`src/rtl/fpu_xif_result_buffer_if.sv`:
```
// fpu_xif_result_buffer_if: pipeline-in, commit and XIF result channels of the result buffer.
// Master is the surrounding system (pipeline, core); slave is the buffer itself.
interface fpu_xif_result_buffer_if #(
  parameter int X_ID_WIDTH  = 4,
  parameter int X_RFW_WIDTH = 32,
  parameter int DEPTH       = 4
);
  logic                     in_valid;
  logic                     in_ready;
  logic [X_ID_WIDTH-1:0]    in_id;
  logic [4:0]               in_rd;
  logic [X_RFW_WIDTH-1:0]   in_data;
  logic                     commit_valid;
  logic [X_ID_WIDTH-1:0]    commit_id;
  logic                     commit_kill;
  logic                     result_valid;
  logic                     result_ready;
  logic [X_ID_WIDTH-1:0]    result_id;
  logic [4:0]               result_rd;
  logic [X_RFW_WIDTH-1:0]   result_data;
  logic [$clog2(DEPTH):0]   count;
  modport master (
    output in_valid, in_id, in_rd, in_data, commit_valid, commit_id, commit_kill, result_ready,
    input  in_ready, result_valid, result_id, result_rd, result_data, count
  );
  modport slave (
    input  in_valid, in_id, in_rd, in_data, commit_valid, commit_id, commit_kill, result_ready,
    output in_ready, result_valid, result_id, result_rd, result_data, count
  );
endinterface

```
`src/rtl/fpu_xif_result_buffer.sv`:
```
// fpu_xif_result_buffer: in-order FIFO of completed FP results, each released to XIF only once committed.
// Killed heads are retired silently in one cycle; committed heads wait for result_ready.
module fpu_xif_result_buffer #(
  parameter int X_ID_WIDTH  = 4,
  parameter int X_RFW_WIDTH = 32,
  parameter int DEPTH       = 4
) (
  input logic                  clk,
  input logic                  rst_n,
  fpu_xif_result_buffer_if.slave bus
);
  localparam int PW  = $clog2(DEPTH);
  localparam int NID = 2 ** X_ID_WIDTH;
  logic [X_ID_WIDTH-1:0]  mem_id   [DEPTH];
  logic [4:0]             mem_rd   [DEPTH];
  logic [X_RFW_WIDTH-1:0] mem_data [DEPTH];
  logic [PW-1:0]          wr_ptr, rd_ptr;
  logic [PW:0]            cnt;
  logic [NID-1:0]         cmt, kil;
  logic [X_ID_WIDTH-1:0]  head_id;
  logic                   busy, send, drop, push, pop;
  always_comb begin
    head_id = mem_id[rd_ptr];
    busy    = cnt != '0;
    send    = busy & cmt[head_id];
    drop    = busy & ~cmt[head_id] & kil[head_id];
    push    = bus.in_valid & bus.in_ready;
    pop     = (send & bus.result_ready) | drop;
  end
  assign bus.in_ready     = cnt != (PW+1)'(DEPTH);
  assign bus.result_valid = send;
  assign bus.result_id    = head_id;
  assign bus.result_rd    = mem_rd[rd_ptr];
  assign bus.result_data  = mem_data[rd_ptr];
  assign bus.count        = cnt;
  // Storage is cleared on reset so the payload outputs read zero afterwards.
  always_ff @(posedge clk) begin
    if (!rst_n) begin
      wr_ptr <= '0;
      rd_ptr <= '0;
      cnt    <= '0;
      cmt    <= '0;
      kil    <= '0;
      for (int i = 0; i < DEPTH; i++) begin
        mem_id[i]   <= '0;
        mem_rd[i]   <= '0;
        mem_data[i] <= '0;
      end
    end else begin
      if (push) begin
        mem_id[wr_ptr]   <= bus.in_id;
        mem_rd[wr_ptr]   <= bus.in_rd;
        mem_data[wr_ptr] <= bus.in_data;
        wr_ptr           <= wr_ptr + 1'b1;
      end
      if (pop) rd_ptr <= rd_ptr + 1'b1;
      cnt <= cnt + (PW+1)'(push) - (PW+1)'(pop);
      if (bus.commit_valid && !bus.commit_kill) cmt[bus.commit_id] <= 1'b1;
      if (bus.commit_valid && bus.commit_kill) kil[bus.commit_id] <= 1'b1;
      // Retiring clears the flags last so a same-cycle commit of a reused id loses.
      if (pop) begin
        cmt[head_id] <= 1'b0;
        kil[head_id] <= 1'b0;
      end
    end
  end
endmodule
```
`src/flat_wrapper.sv`:
```
// flat-port wrapper written by rule: the top's interface ports become plain ports
module fpu_xif_result_buffer_flat 
#(
  parameter int X_ID_WIDTH  = 4,
  parameter int X_RFW_WIDTH = 32,
  parameter int DEPTH       = 4
)
  (clk, rst_n, bus_in_valid, bus_in_id, bus_in_rd, bus_in_data, bus_commit_valid, bus_commit_id, bus_commit_kill, bus_result_ready, bus_in_ready, bus_result_valid, bus_result_id, bus_result_rd, bus_result_data, bus_count);
  fpu_xif_result_buffer_if #(.X_ID_WIDTH(X_ID_WIDTH), .X_RFW_WIDTH(X_RFW_WIDTH), .DEPTH(DEPTH)) bus_i ();
  input logic clk;
  input logic rst_n;
  input wire logic [$bits(bus_i.in_valid)-1:0] bus_in_valid;
  input wire logic [$bits(bus_i.in_id)-1:0] bus_in_id;
  input wire logic [$bits(bus_i.in_rd)-1:0] bus_in_rd;
  input wire logic [$bits(bus_i.in_data)-1:0] bus_in_data;
  input wire logic [$bits(bus_i.commit_valid)-1:0] bus_commit_valid;
  input wire logic [$bits(bus_i.commit_id)-1:0] bus_commit_id;
  input wire logic [$bits(bus_i.commit_kill)-1:0] bus_commit_kill;
  input wire logic [$bits(bus_i.result_ready)-1:0] bus_result_ready;
  output wire logic [$bits(bus_i.in_ready)-1:0] bus_in_ready;
  output wire logic [$bits(bus_i.result_valid)-1:0] bus_result_valid;
  output wire logic [$bits(bus_i.result_id)-1:0] bus_result_id;
  output wire logic [$bits(bus_i.result_rd)-1:0] bus_result_rd;
  output wire logic [$bits(bus_i.result_data)-1:0] bus_result_data;
  output wire logic [$bits(bus_i.count)-1:0] bus_count;
  assign bus_i.in_valid = bus_in_valid;
  assign bus_i.in_id = bus_in_id;
  assign bus_i.in_rd = bus_in_rd;
  assign bus_i.in_data = bus_in_data;
  assign bus_i.commit_valid = bus_commit_valid;
  assign bus_i.commit_id = bus_commit_id;
  assign bus_i.commit_kill = bus_commit_kill;
  assign bus_i.result_ready = bus_result_ready;
  assign bus_in_ready = bus_i.in_ready;
  assign bus_result_valid = bus_i.result_valid;
  assign bus_result_id = bus_i.result_id;
  assign bus_result_rd = bus_i.result_rd;
  assign bus_result_data = bus_i.result_data;
  assign bus_count = bus_i.count;
  fpu_xif_result_buffer #(.X_ID_WIDTH(X_ID_WIDTH), .X_RFW_WIDTH(X_RFW_WIDTH), .DEPTH(DEPTH)) u_core (.clk(clk), .rst_n(rst_n), .bus(bus_i));
endmodule
```
`config.mk`:
```
export PLATFORM = sky130hd
export DESIGN_NAME = fpu_xif_result_buffer_flat
export DESIGN_NICKNAME = d
export VERILOG_FILES = /design/src/rtl/fpu_xif_result_buffer_if.sv /design/src/rtl/fpu_xif_result_buffer.sv /design/src/flat_wrapper.sv
export SDC_FILE = /design/constraint.sdc
export NUM_CORES = 1
export LEC_CHECK = 0
export ABC_AREA = 1
export CORE_MARGIN = 4
export CORE_UTILIZATION = 35
export DETAILED_ROUTE_END_ITERATION = 6
export GPL_TIMING_DRIVEN = 0
export RECOVER_POWER = 100
export SETUP_SLACK_MARGIN = 0.15
export SLEW_MARGIN = 20
export SYNTH_ARGS = -nofsm -noshare
export SYNTH_HDL_FRONTEND = slang
export SYNTH_SLANG_ARGS = --single-unit
```
`constraint.sdc`:
```
create_clock -name clk -period 5.45 [get_ports clk]
set_input_delay 0.8175 -clock clk [delete_from_list [all_inputs] [get_ports clk]]
set_output_delay 0.8175 -clock clk [all_outputs]
set_load 0.05 [all_outputs]
```
=== Yosys cells after proc, flatten, opt, wreduce, memory -nomap -nowiden ===
Memory sizes are Yosys's and may differ from the RTL's. A register that Yosys moved wholly into a read port is not among the register bits.
Index checks and enable logic that the tools add are counted.

* Bits in registers: 39
* Memory bits (writable): 164
* Memories kept: 3

{| class="wikitable"
|+ Memory list
! name !! words !! width !! read ports !! clocked after Yosys merged registers in !! wr ports !! RTL line !! RTL
|-
| u_core.mem_data || 4 || 32 || 1 || 1 || 4 || fpu_xif_result_buffer.sv:16 || <nowiki>logic [X_RFW_WIDTH-1:0] mem_data [DEPTH];</nowiki>
|-
| u_core.mem_rd || 4 || 5 || 1 || 1 || 4 || fpu_xif_result_buffer.sv:15 || <nowiki>logic [4:0] mem_rd [DEPTH];</nowiki>
|-
| u_core.mem_id || 4 || 4 || 1 || 1 || 4 || fpu_xif_result_buffer.sv:14 || <nowiki>logic [X_ID_WIDTH-1:0] mem_id [DEPTH];</nowiki>
|}

* Add/subtract/negate cells: 4
* Order comparisons: 4
* Equality and inequality tests: 1
* Multiplexer cells: 33
* Bitwise operators: 12
* Reductions and logical operators: 9

{| class="wikitable"
|+ Operators with widths
! operator !! number
|-
| 2-to-1 mux 16 bit || 6
|-
| AND 16 bit || 2
|-
| 2-to-1 mux 32 bit || 1
|-
| bitwise OR 16 bit || 2
|-
| OR reduction 32 bit || 1
|-
| 2-to-1 mux 2 bit || 9
|-
| NOT 16 bit || 1
|-
| 2-to-1 mux 1 bit || 11
|-
| < comparator 4 x 5 -> 1 bit (second input constant) || 2
|-
| binary-select mux 1 bit (select 4 bit) || 2
|-
| demux 1 bit (select 4 bit) || 2
|-
| >= comparator 4 x 1 -> 1 bit (second input constant) || 2
|-
| AND 1 bit || 5
|-
| 2-to-1 mux 5 bit || 1
|-
| OR reduction 5 bit || 1
|-
| adder 2 x 1 -> 2 bit (second input constant) || 2
|-
| logical AND 1 bit || 4
|-
| 2-to-1 mux 4 bit || 1
|-
| OR reduction 4 bit || 1
|-
| adder 3 x 1 -> 3 bit || 1
|-
| != test 3 bit (second input constant) || 1
|-
| nonzero test 3 bit || 1
|-
| subtractor 3 x 1 -> 3 bit || 1
|-
| logical NOT 1 bit || 1
|-
| other kinds (2) || 2
|}

=== Logic depth before layout (Yosys ltp) ===
* Word-level depth: 9
* Mapped depth: 22

=== Worst setup path before layout ===
Ideal clock, no wire load.

* Path kind: reg-to-reg
* Start: reg u_core.cnt[1] (netlist: u_core.bus.count[1])
* End: mem u_core.mem_data[3][0], enable pin
* Setup time: 0.501 ns
* Arrival: 4.562 ns
* Setup slack: 0.386 ns
* Stages on the path, launching flop included: 5
* Cells stage by stage: dfxtp_1 -> inv_1 -> nand3_1 -> nand2_1 -> o31ai_1

{| class="wikitable"
|+ RTL lines
! item !! RTL line !! RTL
|-
| start, declared || fpu_xif_result_buffer.sv:18 || <nowiki>logic [PW:0] cnt;</nowiki>
|-
| start signal, assigned || fpu_xif_result_buffer.sv:57 || <nowiki>cnt <= cnt + (PW+1)'(push) - (PW+1)'(pop);</nowiki>
|-
| end, declared || fpu_xif_result_buffer.sv:16 ||
|}

==> flow_metrics.env <==
export IMPL_worst_pin_slew_ps=2053
export IMPL_nFillCells=2770
export IMPL_synthArstFlopShare_pct=0
export IMPL_cap_violations=2
export IMPL_p_leak_nw=4.679
export IMPL_io_buffers=95
export IMPL_syn_area_per_cell_um2=8.572
export IMPL_htreeDepth=1
export IMPL_start_util_pct=35.48
export IMPL_finalHoldViolCount=0
export IMPL_power_switching_w=0.002946
export IMPL_period_share_pct=77.70
export IMPL_grt_busiest_layer="met2"
export IMPL_p_per_area_nw_per_um2=543.7
export IMPL_die_y_um=176.0
export IMPL_crit_path_end_kind="output port"
export IMPL_synth_edf_count=164
export IMPL_path_class="flip-flop to output port"
export IMPL_intPower_w=0.003603
export IMPL_fmaxAchievable_mhz=236.1
export IMPL_gr_total_overflow=0
export IMPL_setup_violations=0
export IMPL_clk_latency_ps=540
export IMPL_synth_top_area_share_pct=49.83
export IMPL_ys_seq_elements=205
export IMPL_crit_required_ps=4630
export IMPL_ys_top_cells_by_area="edfxtp_1 50%, nor2_1 12%, dfxtp_1 8.3%, inv_1 6.6%, o21ai_0 5.5%"
export IMPL_swShare_pct=44.98
export IMPL_num_vias=8092
export IMPL_tritoncts="built"
export IMPL_final_common_cell="nor2_1"
export IMPL_cts_resized=0
export IMPL_ir_drop_mv=0.3066
export IMPL_cp_common_cell="clkbuf_1"
export IMPL_synth_largest_area_cell="edfxtp_1"
export IMPL_fin_tns_setup_ps=0
export IMPL_period_needed_ps=4235
export IMPL_min_path_type="flip-flop to flip-flop"
export IMPL_dieArea_um2=30990
export IMPL_violations="max-capacitance violations, max-slew violations"
export IMPL_ys_flop_type="edfxtp_1"
export IMPL_routed_wl_um=26820
export IMPL_final_cell_mix="307 x nor2_1, 175 x inv_1, 164 x edfxtp_1"
export IMPL_wl_per_cell_um=15.99
export IMPL_synth_nets=1207
export IMPL_antenna_found_initial=0
export IMPL_grt_pass1_wl_um=42230
export IMPL_final_nets=1335
export IMPL_syn_to_final_growth_pct=21.88
export IMPL_slowest_stage="dlygate4sd3_1"
export IMPL_num_antenna_cells=0
export IMPL_postCtsSetupBuffers=0
export IMPL_grt_pass1_vias=7785
export IMPL_via_per_inst=4.825
export IMPL_std_cell_rows=61
export IMPL_ant_nets=0
export IMPL_cp_max_fo=10
export IMPL_clock_path_buffers=3
export IMPL_path_buf_inv=4
export IMPL_dp_final_hpwl_um=18530
export IMPL_cts_root_buf="clkbuf_16"
export IMPL_pwr_share_seq_pct=29.6
export IMPL_netlist_instances=1153
export IMPL_grtUsageMet1_pct=23.07
export IMPL_combPwrFrac_pct=46.1
export IMPL_clk_pin_slew_ps=60
export IMPL_drv_slew=53
export IMPL_grt_util_met3_pct=2.655
export IMPL_grt_util_met2_pct=28.87
export IMPL_ys_seq_area_share_pct=58.13
export IMPL_drc_errors=0
export IMPL_postCtsHoldBufs=0
export IMPL_track_usage_pct=17.06
export IMPL_yosys_warnings=0
export IMPL_place_congestion=0.9504
export IMPL_skew_ps=9.839
export IMPL_synth_cell_types=33
export IMPL_slew_limit_headroom_pct=-37.21
export IMPL_first_pass_iters=5
export IMPL_die_width_um=176.0
export IMPL_crit_chain="inv_1 -> clkbuf_1 -> clkbuf_1 -> nor2_1 -> o22ai_1 -> dlygate4sd3_1"
export IMPL_core_area_um2=27860
export IMPL_power_total_w=0.006549
export IMPL_critPathLaunchType="flip-flop"
export IMPL_drtIter0Drc=545
export IMPL_layout_drive_gt1_share_pct=5.158
export IMPL_critical_path_top_delay_family="buffers and inverters"
export IMPL_numCtsBuffers=24
export IMPL_syn_area_um2=9883
export IMPL_clkSinkCount=205
export IMPL_grt_setup_unrepaired="false"
export IMPL_critPathMaxStageDelay_ps=930
export IMPL_pin_count=97
export IMPL_status="finished with violations"
export IMPL_clock_power_share_pct=24.3
export IMPL_cp_data_arrival_time_ps=3420
export IMPL_hold_slack_ps=528.6
export IMPL_grt_start_max_net_pins=42
per-stage QoR:
step,cell area (um^2),util (%),std cells,setup slack [ps]
2_1_floorplan,9883,-,1153,386.5
6_report,12050,43.24,1677,1215
3_3_place_gp,11310,40.59,1626,-2011
4_1_cts,12300,44.14,1677,1370
5_1_grt,12050,43.24,1677,876.7
3_5_place_dp,11500,41.29,1633,1292
power groups by stage:
stage	clock network (W)	logic (W)	registers [W]
finish	0.00159	0.00302	0.00194
global route	0.00168	0.00327	0.00196
CTS	0.00161	0.00325	0.00194
detailed placement	0	0.00323	0.00197
global placement	0	0.00319	0.00198
floorplan	0	0.00214	0.00199
worst register-to-register path, delay by kind of cell (launching register included):
family,cells,cell delay [ps]
and+or+nand+nor,12,1420
buffers and inverters,6,1270
adders and majority gates,3,930
DFF,1,310
worst paths after layout:
path	depth (start not counted)	to	from	slack (ps)
worst max register to register	21	u_core.bus.count[1]	flip-flop	1420
worst max-delay path	6	bus_result_data[1]	flip-flop	1220
worst min-delay path	2	u_core.rd_ptr[1]	u_core.rd_ptr[1]	530
worst min register to register	2	u_core.rd_ptr[1]	u_core.rd_ptr[1]	530
metal layers:
| metal | share of wire [%] | vias up |
|---|---|---|
| li1 | - | 3961 |
| met1 | 43 | 3836 |
| met2 | 48 | 246 |
| met3 | 5.9 | 49 |
| met4 | 2.3 | 0 |
| met5 | 0 | - |
kinds of logic (layout without fill, tap and decap cells):
logic type | count (synthesis) | after routing | share of synthesized area, %
adder cells (fa/ha/maj) | 3 | 3 | 0.4557
AND/OR/NAND/NOR | 515 | 515 | 21.10
flip-flops | 205 | 205 | 58.13
buffers and inverters | 241 | 387 | 9.748
XOR/XNOR | 3 | 3 | 0.2659
AO/OA/AOI/OAI | 186 | 186 | 10.29
synth_stat cells (all sizes together), types with 3 or more instances:
master and n:
o22ai 37, edfxtp 164, buf 16, clkbuf 46, dfxtp 41, nand2 149, clkinv 3, inv 176
nand3 55, nor2 309, xor2 3, a21oi 34, o21ai 112
flip-flops by register name (all words and copies together), names as in the netlist, named ones only:
register and cells:
u_core.rd_ptr 2, u_core.mem_data 128, u_core.mem_id 16, u_core.cmt 16, u_core.kil 16, u_core.wr_ptr 2
u_core.mem_rd 20, u_core.bus.count 3
layout make-up:
type	instances	area, um^2	share of cell area, %
plain buffers	62	265.3	2.202
multi-input cells	707	3118	25.89
clock buffers	34	678.2	5.630
well taps	378	473.0	3.926
flip-flops and latches	205	5746	47.70
inverters	179	671.9	5.578
repair buffers	102	977.2	8.113
clock inverters	10	116.4	0.9660
No activity file was read; power rests on OpenSTA's default activity.
